## config.mk

```make
export PLATFORM = sky130hd
export DESIGN_NAME = int_ctrl_flat
export DESIGN_NICKNAME = d
export VERILOG_FILES = /design/src/rtl/int_ctrl_pkg.sv /design/src/rtl/int_ctrl_if.sv /design/src/rtl/int_ctrl_timer_cnt.sv /design/src/rtl/int_ctrl.sv /design/src/flat_wrapper.sv
export VERILOG_INCLUDE_DIRS = /design/src /design/src/rtl
export SDC_FILE = /design/constraint.sdc
export NUM_CORES = 1
export LEC_CHECK = 0
export BUFFER_PORTS_ARGS = -buffer_cell sky130_fd_sc_hd__buf_2
export CAP_MARGIN = 20
export CORE_AREA = 10 10 47 49
export CTS_BUF_LIST = sky130_fd_sc_hd__clkbuf_8
export DETAILED_ROUTE_END_ITERATION = 12
export DIE_AREA = 0 0 57 59
export HOLD_SLACK_MARGIN = 0.03
export SLEW_MARGIN = 10
export SYNTH_ARGS = -nofsm -noshare
export SYNTH_HDL_FRONTEND = slang
export SYNTH_SLANG_ARGS = --single-unit
```

## constraint.sdc

```tcl
create_clock -name clk -period 2.2 [get_ports clk]
set_clock_uncertainty 0.05 [all_clocks]
set_input_delay 0.11 -clock clk [delete_from_list [all_inputs] [get_ports clk]]
set_output_delay 0.11 -clock clk [all_outputs]
set_load 0.02 [all_outputs]
```

## src/rtl/ctrl_encode_def.v

```verilog
// Shared control encodings: interrupt cause codes and next-PC select values.
`ifndef CTRL_ENCODE_DEF_V
`define CTRL_ENCODE_DEF_V

`define INT_NONE          3'd0
`define INT_TIMER         3'd1
`define INT_ILLEGAL_INSTR 3'd2
`define INT_ECALL         3'd3

`define NPC_PLUS4   3'b000
`define NPC_BRANCH  3'b001
`define NPC_JUMP    3'b010
`define NPC_INT_RET 3'b100

`endif

```

## src/rtl/int_ctrl_pkg.sv

```systemverilog
// Interrupt controller types and the pending-bit priority helpers.
`include "ctrl_encode_def.v"

package int_ctrl_pkg;

    typedef enum logic {
        ST_RUN     = 1'b0,
        ST_HANDLER = 1'b1
    } int_state_t;

    localparam int PEND_W  = 3;
    localparam int P_ILL   = 2;
    localparam int P_ECALL = 1;
    localparam int P_TMR   = 0;

    typedef logic [PEND_W-1:0] pend_t;

    // Priority order: illegal > ecall > timer.
    function automatic logic [2:0] pend_cause(input pend_t p);
        if (p[P_ILL])        return `INT_ILLEGAL_INSTR;
        else if (p[P_ECALL]) return `INT_ECALL;
        else if (p[P_TMR])   return `INT_TIMER;
        else                 return `INT_NONE;
    endfunction

    function automatic pend_t pend_sel(input pend_t p);
        if (p[P_ILL])        return pend_t'(3'b100);
        else if (p[P_ECALL]) return pend_t'(3'b010);
        else if (p[P_TMR])   return pend_t'(3'b001);
        else                 return pend_t'(3'b000);
    endfunction

endpackage

```

## src/rtl/int_ctrl_if.sv

```systemverilog
// Controller-to-pipeline bundle: exception reports in, take/cause/EXL out.
interface int_ctrl_if;
    logic       PCWrite;
    logic       illegal_ex;
    logic       ecall_ex;
    logic       int_ret_ex;
    logic       timer_en;
    logic       INT_Signal;
    logic [2:0] INT_PEND;
    logic       EXL_Set;
    logic [2:0] int_cause_q;

    modport master (
        output PCWrite, illegal_ex, ecall_ex, int_ret_ex, timer_en,
        input  INT_Signal, INT_PEND, EXL_Set, int_cause_q
    );

    modport slave (
        input  PCWrite, illegal_ex, ecall_ex, int_ret_ex, timer_en,
        output INT_Signal, INT_PEND, EXL_Set, int_cause_q
    );
endinterface

```

## src/rtl/int_ctrl_timer_cnt.sv

```systemverilog
// Free-running 0..TIMER_PERIOD-1 counter; tick is high in the wrap cycle.
module int_timer_cnt #(
    parameter int unsigned          CNT_W        = 32,
    parameter logic [CNT_W-1:0]     TIMER_PERIOD = CNT_W'(100000)
) (
    input  logic clk,
    input  logic rst,
    output logic tick
);

    logic [CNT_W-1:0] r_cnt;

    assign tick = (r_cnt == TIMER_PERIOD - CNT_W'(1));

    always_ff @(posedge clk or posedge rst) begin
        if (rst) begin
            r_cnt <= '0;
        end else if (tick) begin
            r_cnt <= '0;
        end else begin
            r_cnt <= r_cnt + CNT_W'(1);
        end
    end

endmodule

```

## src/rtl/int_ctrl.sv

```systemverilog
// Interrupt/exception controller: sticky pending bits, priority select, RUN/HANDLER FSM.
// Timer source present only when INT_TIMER_EN is defined; take is combinational, EXL registered.
`include "ctrl_encode_def.v"

module int_ctrl
    import int_ctrl_pkg::*;
#(
    parameter int unsigned      CNT_W        = 32,
    parameter logic [CNT_W-1:0] TIMER_PERIOD = CNT_W'(100000)
) (
    input  logic       clk,
    input  logic       rst,
    int_ctrl_if.slave  bus
);

    int_state_t r_state;
    int_state_t w_state_nxt;
    pend_t      r_pend;
    pend_t      w_set;
    pend_t      w_clr;
    logic [2:0] r_cause;
    logic [2:0] w_code;
    logic       w_take;
    logic       w_tick;
    logic       w_tmr_set;

`ifdef INT_TIMER_EN
    int_timer_cnt #(
        .CNT_W        (CNT_W),
        .TIMER_PERIOD (TIMER_PERIOD)
    ) u_timer (
        .clk  (clk),
        .rst  (rst),
        .tick (w_tick)
    );
`else
    assign w_tick = 1'b0;
`endif

    // A tick arriving while tmr is already pending simply re-sets the same bit.
    assign w_tmr_set = w_tick & bus.timer_en;
    assign w_set     = {bus.illegal_ex & bus.PCWrite, bus.ecall_ex & bus.PCWrite, w_tmr_set};
    assign w_code    = pend_cause(r_pend);
    assign w_clr     = w_take ? pend_sel(r_pend) : '0;

    always_comb begin
        w_state_nxt = r_state;
        w_take      = 1'b0;
        case (r_state)
            ST_RUN: begin
                w_take = (|r_pend) & bus.PCWrite;
                if (w_take) begin
                    w_state_nxt = ST_HANDLER;
                end
            end
            ST_HANDLER: begin
                if (bus.int_ret_ex && bus.PCWrite) begin
                    w_state_nxt = ST_RUN;
                end
            end
            default: w_state_nxt = ST_RUN;
        endcase
    end

    always_ff @(posedge clk or posedge rst) begin
        if (rst) begin
            r_state <= ST_RUN;
        end else begin
            r_state <= w_state_nxt;
        end
    end

    // Set is ORed after the clear so a same-cycle re-raise of the taken cause survives.
    always_ff @(posedge clk or posedge rst) begin
        if (rst) begin
            r_pend  <= '0;
            r_cause <= `INT_NONE;
        end else begin
            r_pend <= (r_pend & ~w_clr) | w_set;
            if (w_take) begin
                r_cause <= w_code;
            end
        end
    end

    assign bus.INT_Signal  = w_take;
    assign bus.INT_PEND    = w_code;
    assign bus.EXL_Set     = (r_state == ST_HANDLER);
    assign bus.int_cause_q = r_cause;

endmodule

```

## src/flat_wrapper.sv

```systemverilog
// flat-port wrapper written by rule: the top's interface ports become plain ports
module int_ctrl_flat import int_ctrl_pkg::*;
#(
    parameter int unsigned      CNT_W        = 32,
    parameter logic [CNT_W-1:0] TIMER_PERIOD = CNT_W'(100000)
)
  (clk, rst, bus_PCWrite, bus_illegal_ex, bus_ecall_ex, bus_int_ret_ex, bus_timer_en, bus_INT_Signal, bus_INT_PEND, bus_EXL_Set, bus_int_cause_q);
  int_ctrl_if bus_i ();
  input  logic clk;
  input  logic rst;
  input wire logic [$bits(bus_i.PCWrite)-1:0] bus_PCWrite;
  input wire logic [$bits(bus_i.illegal_ex)-1:0] bus_illegal_ex;
  input wire logic [$bits(bus_i.ecall_ex)-1:0] bus_ecall_ex;
  input wire logic [$bits(bus_i.int_ret_ex)-1:0] bus_int_ret_ex;
  input wire logic [$bits(bus_i.timer_en)-1:0] bus_timer_en;
  output wire logic [$bits(bus_i.INT_Signal)-1:0] bus_INT_Signal;
  output wire logic [$bits(bus_i.INT_PEND)-1:0] bus_INT_PEND;
  output wire logic [$bits(bus_i.EXL_Set)-1:0] bus_EXL_Set;
  output wire logic [$bits(bus_i.int_cause_q)-1:0] bus_int_cause_q;
  assign bus_i.PCWrite = bus_PCWrite;
  assign bus_i.illegal_ex = bus_illegal_ex;
  assign bus_i.ecall_ex = bus_ecall_ex;
  assign bus_i.int_ret_ex = bus_int_ret_ex;
  assign bus_i.timer_en = bus_timer_en;
  assign bus_INT_Signal = bus_i.INT_Signal;
  assign bus_INT_PEND = bus_i.INT_PEND;
  assign bus_EXL_Set = bus_i.EXL_Set;
  assign bus_int_cause_q = bus_i.int_cause_q;
  int_ctrl #(.CNT_W(CNT_W), .TIMER_PERIOD(TIMER_PERIOD)) u_core (.clk(clk), .rst(rst), .bus(bus_i));
endmodule
```

* Word-level counts from Yosys, hierarchy flattened
Cells that the tools add are included.
Word-level totals: output and inout bits 8, memory bits (read-only) 0, flip-flop bits (word level) 7, latch bits 0, bits in writable memories 0, memories 0, input port bits 7
Cells by class: multipliers 0, equality and inequality tests 0, shift-type cells 0, add/subtract/negate cells 0, muxes and demuxes 10, divide/modulo/power cells 0, reduce and logical (&&, ||, !) cells 2, $lt $le $gt $ge 0, bitwise logic cells 7
Operators with widths (count):
- $mux 3 | 5
- $mux 1 | 4
- $and 1x1->1 | 3
- $and 3x3->3 | 1
- $not 3->3 | 1
- $or 3x3->3 | 1
- $reduce_or 3->1 | 1
- $pmux 1 s2 | 1
- $logic_and 1x1->1 | 1
- $not 1->1 | 1

* Longest topological paths before layout
word-level depth 7, gate-level depth with buffers 4, depth with buffers taken out 3

* Worst setup path after synthesis
Ideal clock, no wire load.
kind register to register, start point reg u_core.r_state (netlist: u_core.bus.EXL_Set), end point reg u_core.r_state (netlist: u_core.bus.EXL_Set), required time 2.085 ns, setup slack 0.985 ns, cell stages (with the launch flop) 5, setup time 0.065 ns, arrival 1.101 ns, clock period less this slack 1.215 ns, path through dfrtp_1 -> nand2b_1 -> buf_6 -> a21oi_2 -> a21o_1
Between the ends: cells in the longest elaborated chain, start to end 2
Ends and longest elaborated chain:
- from (decl) | line int_ctrl.sv:16 | int_state_t r_state;
- from (signal assigned) | line int_ctrl.sv:69 | r_state <= w_state_nxt;
- $not 1->1 | line int_ctrl.sv:49 | case (r_state)
- $pmux 1 s2 * | line int_ctrl.sv:49
- via u_core.w_state_nxt | line int_ctrl.sv:17 | int_state_t w_state_nxt;
The timed path passes the listed nets; every way through them passes the cells marked *. A chain may end at the register's enable or synchronous reset.

* Worst setup path in the final report
start point reg u_core.r_state (netlist: u_core.bus.EXL_Set), end point out bus_INT_Signal
Between the ends: cells in the longest elaborated chain, start to end 1
Ends and longest elaborated chain:
- $mux 1 | line int_ctrl.sv:49
- to (decl) | line flat_wrapper.sv:16 | output wire logic [$bits(bus_i.INT_Signal)-1:0] bus_INT_Signal;
No other way between the ends.

==> reports/metrics.cfg <==
[run_status]
status=completed

[min_path]
hp-class=input pin to register
min-delay-start=bus_ecall_ex

[yosys]
avgSynthCellArea_sq_um=9.51
synth_top_cell_area_share=0.526
synth_area_sq_um=285
synthesis.instances=30
ys_types=15
ys.warnings.count=0
synth_area_leaders=dfrtp_1, buf_4, inv_1, nor2_1, buf_6
ys_ff_latch=6
yosys.area.top_type=dfrtp_1
yosysSeqAreaShare=0.526

[drt]
drt_iter0_drc=3
drcViolationCount=0
vias=228
via_per_inst=3.86
wire_per_inst_um=11.3
ant_nets=0
drt_wl_total_um=664
dr.pass1.iters=3

[die]
dieWidth_um=57
boundaryPins=15
dieHeight_um=59
start_util=0.204
rows=14
dieArea_sq_um=3360
core_area_sq_um=1400

[global_routing]
grt_pass1_wl_um=1120
grt_pass1_vias=259
antenna_found_initial=0
grt_max_degree=9
gr-total-overflow=0
grt_usage=0.0425

[timing]
rsz0062_at_grt=no
fmax_ghz=0.712
hold_viol=0
setup_tns_ps=0
period_needed_ps=1410
slew_violations=0
finalSetupViolations=0
fin_crit_sh=0.639

[power_and_ir_drop]
leakagePower_nw=0.193
p_comb_frac=0.330
ir_worst_vdd_uv=629
p_clk_frac=0.338
power.internal_uw=319
power_density_nw_per_um2=1270
power_frac_seq=0.333
p_sw_uw=176
swShare=0.355

[finish]
fin_area_sq_um=389
fillers=157
nNetsFinal=52
areaGrowthSynthToFinish_pct=36.4
drive_gt1_frac=0.372
antenna_cells=0

[critical_path]
critPathCaptureType=primary output
r2r_start=u_core.bus.EXL_Set$_DFF_PP0_
critPathArrivalTime_ps=1250
crit_fanout=8
crit_start=u_core.bus.EXL_Set$_DFF_PP0_
required_ps=2040
critical_path_class=register to primary output
startpoint_type=register

[cts]
cts_resized=0
ctsLongestPathBuffers=2
tritoncts=done
clk_latency_ps=220
clk_pin_slew_ps=40
cts.sinks=6
cts_buffers=3
cts_max_level=1
ctsRootBufferMaster=clkbuf_8

[place]
post_dp_cell_area_sq_um=338
gp_congestion=0.701
hpwl_um=517
portBuffers=11

[job]
max_cap_violations=0

==> state kept, by name, summed over array words and instances (netlist names) <==
signal / cells
u_core.r_pend: 3
u_core.bus.int_cause_q: 2
u_core.bus.EXL_Set: 1
==> final cells by class <==
cell class	instances	area, sq um	area share
Sequential cell	6	150	0.386
Inverter	4	15.0	0.0386
Tap cell	16	20.0	0.0514
Timing Repair Buffer	12	65.1	0.167
Multi-Input combinational cell	18	97.6	0.251
Clock buffer	3	41.3	0.106
==> cells by family after synthesis <==
kind of cell | synth area share
and+or+nand+nor | 0.114
DFF | 0.526
AOI/OAI and AO/OA | 0.202
other | 0.0131
buffers and inverters | 0.145
==> placed cells by master (no fill, tap or decap) <==
| cell | count |
|---|---|
| nand2b_1 | 1 |
| a21o_1 | 1 |
| clkbuf_8 | 3 |
| o21a_1 | 1 |
| buf_2 | 11 |
| dlygate4sd3_1 | 1 |
| nand2_1 | 3 |
| a22o_2 | 1 |
| o21ai_1 | 1 |
| conb_1 | 2 |
| inv_1 | 4 |
| dfrtp_1 | 6 |
| a21oi_2 | 1 |
| o21ai_0 | 2 |
| o22a_1 | 1 |
| nor2_1 | 4 |
==> cell usage after synthesis, drive strengths merged <==
master and instances:
nand2b 1, o22a 1, buf 3, inv 4
dfrtp 6, nand2 3, conb 1, a21o 1
a21oi 1, a22o 1, o21a 1, o21ai 3
nor2 4
==> timing repair <==
action | CTS | global route
endpoints found under the hold margin | 6 | 0
buffers inserted | 0 | 0
hold buffers | 1 | 0
==> worst max-delay path: stages, from the launching register on <==
cell      delay, ps
dfrtp_1         380
nand2b_1        270
a21oi_2         190
buf_2           190
==> power by group through the flow <==
stage               clock, mW  combinational [mW]  sequential, mW
CTS                     0.174               0.166           0.165
finish                  0.167               0.163           0.165
detailed placement          0               0.165           0.165
global route            0.180               0.180           0.170
floorplan                   0               0.103           0.183
global placement            0               0.163           0.164
==> metrics by stage <==
stage               power (mW)  hold WS [ps]  setup WS (ps)  utilization  cells
global placement         0.326         -17.3           1050        0.241     55
global route             0.529          52.5            732        0.278     59
detailed placement       0.330         -14.3           1040        0.241     55
floorplan                0.286          -149            985            -     31
finish                   0.495          32.1            795        0.278     59
CTS                      0.504          32.4            795        0.278     59
==> routing by layer <==
metal	track usage	part of all wire
met1	0.0443	0.47
met2	0.0589	0.45
met3	0.0365	0.078
met4	0.0201	0
met5	0	0
==> final timing paths <==
path	depth (start not counted)	slack (ps)	endpoint
min	3	30	u_core.r_pend[1]$_DFF_PP0_
min reg2reg	1	440	u_core.bus.int_cause_q[0]$_DFFE_PP0P_
max	3	790	bus_INT_Signal
min in group asynchronous	3	290	u_core.bus.int_cause_q[0]$_DFFE_PP0P_
max reg2reg	3	1110	u_core.bus.int_cause_q[1]$_DFFE_PP0P_
max in group asynchronous	3	1610	u_core.bus.EXL_Set$_DFF_PP0_
Note: power is estimated with default switching activity, not from simulation.
